--- config.mk ---
export PLATFORM = sky130hd
export DESIGN_NAME = pc_sequencer
export DESIGN_NICKNAME = d
export VERILOG_FILES = /design/src/rtl/kgp_pc_pkg.sv /design/src/rtl/pc_next_calc.sv /design/src/rtl/pc_sequencer.sv
export SDC_FILE = /design/constraint.sdc
export NUM_CORES = 1
export LEC_CHECK = 0
export ABC_AREA = 1
export CAP_MARGIN = 20
export CORE_MARGIN = 8
export CORE_UTILIZATION = 55
export CTS_BUF_LIST = sky130_fd_sc_hd__clkbuf_4 sky130_fd_sc_hd__clkbuf_8 sky130_fd_sc_hd__clkbuf_16
export DETAILED_ROUTE_END_ITERATION = 10
export PLACE_DENSITY = 0.86
export RECOVER_POWER = 25
export SYNTH_ARGS = -nofsm -noshare
export SYNTH_HDL_FRONTEND = slang
export SYNTH_HIERARCHICAL = 1
export SYNTH_SLANG_ARGS = --single-unit
--- constraint.sdc ---
create_clock -name clk -period 4.8 [get_ports clk]
set_input_delay 0.96 -clock clk [delete_from_list [all_inputs] [get_ports clk]]
set_output_delay 0.96 -clock clk [all_outputs]
set_load 0.1 [all_outputs]
--- src/rtl/kgp_pc_pkg.sv ---
// kgp_pc_pkg: shared definitions for the KGP_RISC program-counter sequencer.
//   - state_e    : sequencer FSM states
//   - SEL_*      : next-PC select encodings carried on nxt_sel
//   - PC_W_DEF   : default program-counter / fetch-address width
package kgp_pc_pkg;

  localparam int PC_W_DEF = 8;

  typedef enum logic [2:0] {
    ST_BOOT  = 3'd0,
    ST_FETCH = 3'd1,
    ST_EXEC  = 3'd2,
    ST_HALT  = 3'd3,
    ST_FAULT = 3'd4
  } state_e;

  localparam logic [1:0] SEL_SEQ = 2'b00;
  localparam logic [1:0] SEL_REL = 2'b01;
  localparam logic [1:0] SEL_ABS = 2'b10;
  localparam logic [1:0] SEL_RET = 2'b11;

endpackage

--- src/rtl/pc_next_calc.sv ---
// pc_next_calc: combinational next-PC selection for the sequencer.
// Ports:
//   pc       in  current program counter
//   nxt_sel  in  select (seq / relative / absolute / return)
//   offset   in  signed two's-complement branch offset, relative to pc+1
//   target   in  absolute jump/call target
//   link_reg in  saved return address
//   pc_inc   out pc+1, also the value a call saves into the link register
//   next_pc  out selected next program counter
// All arithmetic wraps modulo 2^PC_W.
module pc_next_calc
  import kgp_pc_pkg::*;
#(
  parameter int PC_W = PC_W_DEF
) (
  input  logic [PC_W-1:0] pc,
  input  logic [1:0]      nxt_sel,
  input  logic [PC_W-1:0] offset,
  input  logic [PC_W-1:0] target,
  input  logic [PC_W-1:0] link_reg,
  output logic [PC_W-1:0] pc_inc,
  output logic [PC_W-1:0] next_pc
);

  // Adding the raw two's-complement offset at PC_W bits gives the signed
  // result directly once the carry out is dropped.
  always_comb begin
    pc_inc  = pc + PC_W'(1);
    next_pc = pc_inc;
    case (nxt_sel)
      SEL_SEQ: next_pc = pc_inc;
      SEL_REL: next_pc = pc_inc + offset;
      SEL_ABS: next_pc = target;
      SEL_RET: next_pc = link_reg;
      default: next_pc = pc_inc;
    endcase
  end

endmodule

--- src/rtl/pc_sequencer.sv ---
// pc_sequencer: handshaked, haltable program-counter sequencer for KGP_RISC.
// Owns the PC and link register, requests fetches from instruction memory,
// waits for the datapath to complete each instruction and then advances the
// PC. A fetch that is not acknowledged within FETCH_TIMEOUT cycles parks the
// sequencer in a sticky fault state that only rst leaves.
// Ports:
//   clk, rst     clock, asynchronous active-high reset
//   imem_req     out fetch request (high throughout FETCH)
//   imem_addr    out fetch address (= pc)
//   imem_ack     in  instruction returned
//   instr_valid  out one-cycle pulse in the first EXEC cycle
//   exec_done    in  datapath finished; next-PC inputs valid
//   nxt_sel, offset, target, link  in  next-PC controls
//   halt_req, resume  in  stop after current instruction / restart
//   pc, halted, fault out status
//
// state    | meaning
// ---------+----------------------------------------------------------
// ST_BOOT  | single settling cycle after reset, no request
// ST_FETCH | imem_req high, waiting for imem_ack, timeout counting
// ST_EXEC  | instruction handed to datapath, waiting for exec_done
// ST_HALT  | stopped at pc, waiting for resume
// ST_FAULT | fetch timed out; frozen until rst
module pc_sequencer
  import kgp_pc_pkg::*;
#(
  parameter int                PC_W          = PC_W_DEF,
  parameter logic [PC_W-1:0]   RESET_VEC     = '0,
  parameter int unsigned       FETCH_TIMEOUT = 15
) (
  input  logic            clk,
  input  logic            rst,
  output logic            imem_req,
  output logic [PC_W-1:0] imem_addr,
  input  logic            imem_ack,
  output logic            instr_valid,
  input  logic            exec_done,
  input  logic [1:0]      nxt_sel,
  input  logic [PC_W-1:0] offset,
  input  logic [PC_W-1:0] target,
  input  logic            link,
  input  logic            halt_req,
  input  logic            resume,
  output logic [PC_W-1:0] pc,
  output logic            halted,
  output logic            fault
);

  // wait_cnt counts completed no-ack FETCH cycles; the fault is taken on
  // the cycle where it already holds FETCH_TIMEOUT-1 and still sees no ack.
  localparam bit TIMEOUT_EN = (FETCH_TIMEOUT != 0);
  localparam int CNT_W      = (FETCH_TIMEOUT > 1) ? $clog2(FETCH_TIMEOUT) : 1;
  localparam logic [CNT_W-1:0] TO_LAST =
    (FETCH_TIMEOUT > 0) ? CNT_W'(FETCH_TIMEOUT - 1) : {CNT_W{1'b0}};

  state_e            state_q, state_d;
  logic [PC_W-1:0]   pc_q, pc_d;
  logic [PC_W-1:0]   link_q, link_d;
  logic [CNT_W-1:0]  wait_cnt_q, wait_cnt_d;
  logic              instr_valid_q, instr_valid_d;
  logic [PC_W-1:0]   next_pc;
  logic [PC_W-1:0]   pc_inc;

  pc_next_calc #(
    .PC_W (PC_W)
  ) u_next (
    .pc       (pc_q),
    .nxt_sel  (nxt_sel),
    .offset   (offset),
    .target   (target),
    .link_reg (link_q),
    .pc_inc   (pc_inc),
    .next_pc  (next_pc)
  );

  always_ff @(posedge clk or posedge rst) begin
    if (rst) begin
      state_q       <= ST_BOOT;
      pc_q          <= RESET_VEC;
      link_q        <= RESET_VEC;
      wait_cnt_q    <= '0;
      instr_valid_q <= 1'b0;
    end else begin
      state_q       <= state_d;
      pc_q          <= pc_d;
      link_q        <= link_d;
      wait_cnt_q    <= wait_cnt_d;
      instr_valid_q <= instr_valid_d;
    end
  end

  always_comb begin
    state_d       = state_q;
    pc_d          = pc_q;
    link_d        = link_q;
    wait_cnt_d    = wait_cnt_q;
    instr_valid_d = 1'b0;

    case (state_q)
      ST_BOOT: begin
        state_d    = ST_FETCH;
        wait_cnt_d = '0;
      end

      ST_FETCH: begin
        // An ack on the last allowed cycle is checked first so it beats
        // the timeout.
        if (imem_ack) begin
          state_d       = ST_EXEC;
          instr_valid_d = 1'b1;
          wait_cnt_d    = '0;
        end else if (TIMEOUT_EN) begin
          if (wait_cnt_q == TO_LAST) begin
            state_d = ST_FAULT;
          end else begin
            wait_cnt_d = wait_cnt_q + 1'b1;
          end
        end
      end

      ST_EXEC: begin
        if (exec_done) begin
          // next_pc reads the old link_q, so call+return in one cycle
          // swaps the two values.
          pc_d = next_pc;
          if (link) begin
            link_d = pc_inc;
          end
          state_d    = halt_req ? ST_HALT : ST_FETCH;
          wait_cnt_d = '0;
        end
      end

      ST_HALT: begin
        if (resume) begin
          state_d    = ST_FETCH;
          wait_cnt_d = '0;
        end
      end

      ST_FAULT: begin
        state_d = ST_FAULT;
      end

      default: begin
        state_d = ST_BOOT;
      end
    endcase
  end

  assign imem_req    = (state_q == ST_FETCH);
  assign halted      = (state_q == ST_HALT);
  assign fault       = (state_q == ST_FAULT);
  assign pc          = pc_q;
  assign imem_addr   = pc_q;
  assign instr_valid = instr_valid_q;

endmodule

After elaboration in Yosys (flattened, before gate mapping)
Cells that the tools add are included.
W data, S select, Z words.
{"block": "word_totals", "output_inout_bits": 20, "register_bits": 24, "in_bits": 25, "wordCells": 41}
{"block": "op_classes", "mux": 14, "eq_ne": 12, "reduce_logical": 7, "add_sub_neg": 3}
{"cell": "$pmux W8 S4", "count": 1}
{"cell": "$mux W4", "count": 4}
{"cell": "$pmux W4 S4", "count": 1}
{"cell": "$pmux W3 S5", "count": 1}
{"cell": "$mux W3", "count": 4}
{"cell": "$add A8 B1 Y8 const B", "count": 1}
{"cell": "$add A8 B8 Y8", "count": 1}
{"cell": "$eq A3 B2 Y1 const B", "count": 2}
{"cell": "$reduce_and A3 Y1", "count": 2}
{"cell": "$add A4 B1 Y4 const B", "count": 1}
{"cell": "$eq A2 B2 Y1 const B", "count": 2}
{"cell": "$eq A4 B4 Y1 const B", "count": 1}
{"cell": "$ne A2 B2 Y1 const B", "count": 2}
{"cell": "$reduce_and A4 Y1", "count": 1}
{"cell": "$reduce_bool A4 Y1", "count": 1}
{"cell": "$eq A3 B1 Y1 const B", "count": 1}
{"cell": "$eq A3 B3 Y1 const B", "count": 1}
{"cell": "$logic_not A3 Y1", "count": 1}
{"cell": "$ne A3 B1 Y1 const B", "count": 1}
{"cell": "$ne A3 B3 Y1 const B", "count": 1}
{"cell": "$eq A2 B1 Y1 const B", "count": 1}
{"cell": "$logic_not A2 Y1", "count": 1}
{"cell": "$mux W1", "count": 2}
{"cell": "$mux W2", "count": 1}
{"cell": "$reduce_and A2 Y1", "count": 1}

Logic depth before layout (Yosys ltp)
{"block": "depth", "ltp_word": 4, "mapped_depth": 17}

Cells and area by module
The synthesis kept the hierarchy.
{"module": "pc_sequencer", "n_inst": 1, "cells_each": 151, "area_per_inst_um2": 1261.2}
{"module": "pc_next_calc", "n_inst": 1, "cells_each": 131, "area_per_inst_um2": 734.5}

Worst setup path before layout
OpenSTA, ideal clock, no wires.
{"block": "synth_timing", "kind": "register to output", "from": "reg state_q[2]", "to": "out fault", "t_arrival_ps": 2609, "required_time_ps": 3840, "stages_incl_launch_ff": 3, "path_slack_ps": 1231, "cell_sequence": "dfrtp_1 -> inv_1 -> nor3_1"}
{"block": "synth_between", "elab_chain_len": 1}
{"item": "start, declared", "line": "pc_sequencer.sv:56", "source": "state_e state_q, state_d;"}
{"item": "start signal, assigned", "line": "pc_sequencer.sv:84", "source": "state_q <= state_d;"}
{"item": "$eq A3 B3 Y1", "line": "pc_sequencer.sv:153", "source": "assign fault = (state_q == ST_FAULT);"}
{"item": "end, declared", "line": "pc_sequencer.sv:46", "source": "output logic fault"}
Every way passes these cells.

Final worst setup path
{"block": "layout_timing", "from": "reg state_q[0]", "to": "out imem_req"}
{"block": "layout_between", "elab_chain_len": 1}
{"item": "$eq A3 B1 Y1", "line": "pc_sequencer.sv:151", "source": "assign imem_req = (state_q == ST_FETCH);"}
{"item": "end, declared", "line": "pc_sequencer.sv:33", "source": "output logic imem_req,"}
Every way passes these cells.

==> flow_summary.ini <==
[sta]
max_freq_ghz = 0.302
setup_viol_count_final = 0
drv_slew = 0
final.period_utilization_pct = 69.0
fin_skew_ns = 0.0200
setup-tns-final_ns = 0
slew_headroom_pct = 34.3
tightest_slew_ns = 0.982
hold_viol_final = 0
rsz0062_at_grt = false
fin_crit_ns = 3.31

[hold_path]
min_path_type = register to register

[clock_network]
cts_resized = 0
root_buffer = clkbuf_4
clock-sinks = 24
postCtsHoldBufs = 0
cts_made_buffers = 3
clk_pin_slew_ns = 0.14
clk-insertion-delay-late_ns = 0.32
cts_setup_buffers = 0
cts_buffer_depth = 2
cts_tree = done
h-tree-depth = 1

[critical_path]
worstSetupEndpointType = primary output
ff2ff_setup_slack_ns = 2.18
path_class = register to primary output
r2r-end = imem_addr[7]$_DFFE_PP0P_
crit_path_end = imem_req
critPathArrivalTime_ns = 2.35
start_kind = register
cp-startpoint = state_q[0]$_DFFE_PP0P_
reg2regPathDepth = 17
worstPathMaxFanout = 5
worstPathRequired_ns = 3.84
regToRegStartpoint = imem_addr[0]$_DFFE_PP0P_

[grt]
grt_overflow = 0
antenna_found_initial = 0
grt_max_degree = 25
grt_pass1_wl_um = 8800
track_usage_pct = 17.6
grt_pass1_vias = 1969

[floorplanning]
dieArea_um2 = 5810
die_x_um = 76.2
io_pins = 45
start_util_pct = 55.8
coreArea_um2 = 3580
die-height_um = 76.2
rows = 22

[routing]
drt_iter0_markers = 155
wl_per_cell_um = 13.3
dr.pass1.iters = 4
antenna_left = 0
via_per_inst = 5.28
vias = 1937
drc = 0
drt_wl_total_um = 4870

[power]
power_mw = 1.73
p_leak_nw = 1.27
ir_drop_mv = 0.515
power_density_nw_per_um2 = 700

[synth]
synth.area.top_cells = dfrtp_1, nand2_1, inv_1
synth.cell_area_um2 = 2000
synthDominantCellAreaShare_pct = 30.1
async_flop_share_pct = 100
syn_nets = 318
syn_area_per_cell_um2 = 7.08
synth_top_area_cell = dfrtp_1
synthCells = 282
synth_edf_count = 0
ys_seq_area_share_pct = 30.1
synth_seq_cells = 24
yosys_warnings = 6
synth-main-ff-cell = dfrtp_1
ys_types = 30

[cells_and_area]
nets = 356
drive_gt1_share_pct = 11.0
utilization_pct = 69.1
final_common_cell = nand2_1
diodes = 0
final_cell_mix = nand2_1, inv_1, clkdlybuf4s50_1
nFillCells = 311
area.growth.synth_to_final_pct = 23.8

[place]
port-buffer-count = 44
dpl.hpwl_um = 3930
gp_congestion = 0.883

[status]
status = complete, no violations

[run]
drv_cap = 0
## logic make-up after synthesis
kind of cell               synth area share, %
AOI/OAI and AO/OA                         10.3
xor gates and xnor gates                  1.76
adders and majority gates                 7.27
buffers and inverters                     13.1
DFF                                       30.1
and+or+nand+nor                           37.4
## worst min path at each step
stage	start	to	slack, ns	cells after the start
final	link_q[1]$_DFFE_PP0P_	link_q[1]$_DFFE_PP0P_	0.50	2
after global routing	link_q[7]$_DFFE_PP0P_	link_q[7]$_DFFE_PP0P_	0.54	2
after CTS	link_q[1]$_DFFE_PP0P_	link_q[1]$_DFFE_PP0P_	0.50	2
after detailed placement	link_q[1]$_DFFE_PP0P_	link_q[1]$_DFFE_PP0P_	0.47	2
after global placement	link_q[2]$_DFFE_PP0P_	link_q[2]$_DFFE_PP0P_	0.47	2
after floorplan	link_q[1]$_DFFE_PP0P_	link_q[1]$_DFFE_PP0P_	0.46	2
## state kept, by name, summed over array words and instances (netlist names)
register     flops
imem_addr        8
link_q           8
wait_cnt_q       4
state_q          3
instr_valid      1
## where the power goes
part	leakage (nW)	switching [mW]	internal [mW]
Clock	0.0279	0.0605	0.0845
Sequential	0.317	0.0879	0.275
Combinational	0.929	0.900	0.323
Total	1.27	1.05	0.682
## per-stage QoR
stage          hold slack (ns)  instance area [um2]  worst slack, ns  cells
2_1_floorplan            0.455                 2000             1.23    282
3_3_place_gp             0.467                 2420             1.94    363
3_5_place_dp             0.471                 2420             1.89    363
4_1_cts                  0.500                 2470             1.50    367
5_1_grt                  0.536                 2470             1.35    367
6_report                 0.500                 2470             1.49    367
## metal layers
metal  vias to the layer above  track usage [%]  wire length, um
met5                         -                0                0
met4                         0             9.23              168
met3                        16             4.13              264
met2                        50             29.5             2470
met1                       901             20.3             1970
li1                        970                -                -
## critical path, cell delays in order, from the launching register on
cell	delay, ns
dfrtp_1	0.46
inv_1	0.09
nor2_2	0.19
nand2_1	0.08
inv_1	0.07
clkdlybuf4s50_1	1.13
## Yosys cell counts, types with 5 or more instances
library cell,instances
o21ai_2,8
nand4_1,7
nand3_1,32
nand2_1,79
ha_1,10
buf_4,9
a21oi_1,6
nand2_2,7
nor2_1,14
o21bai_1,6
nor2_4,5
inv_1,46
dfrtp_1,24
## layout make-up
type                    count  area [um2]  area share [%]
multi-input cells         198        1130            45.9
flip-flops and latches     24         601            24.3
repair buffers             44         440            17.8
inverters                  49         184            7.44
well taps                  48        60.1            2.43
clock inverters             1        30.0            1.22
clock buffers               3        22.5           0.911
Note: power is estimated with default switching activity, not from simulation.
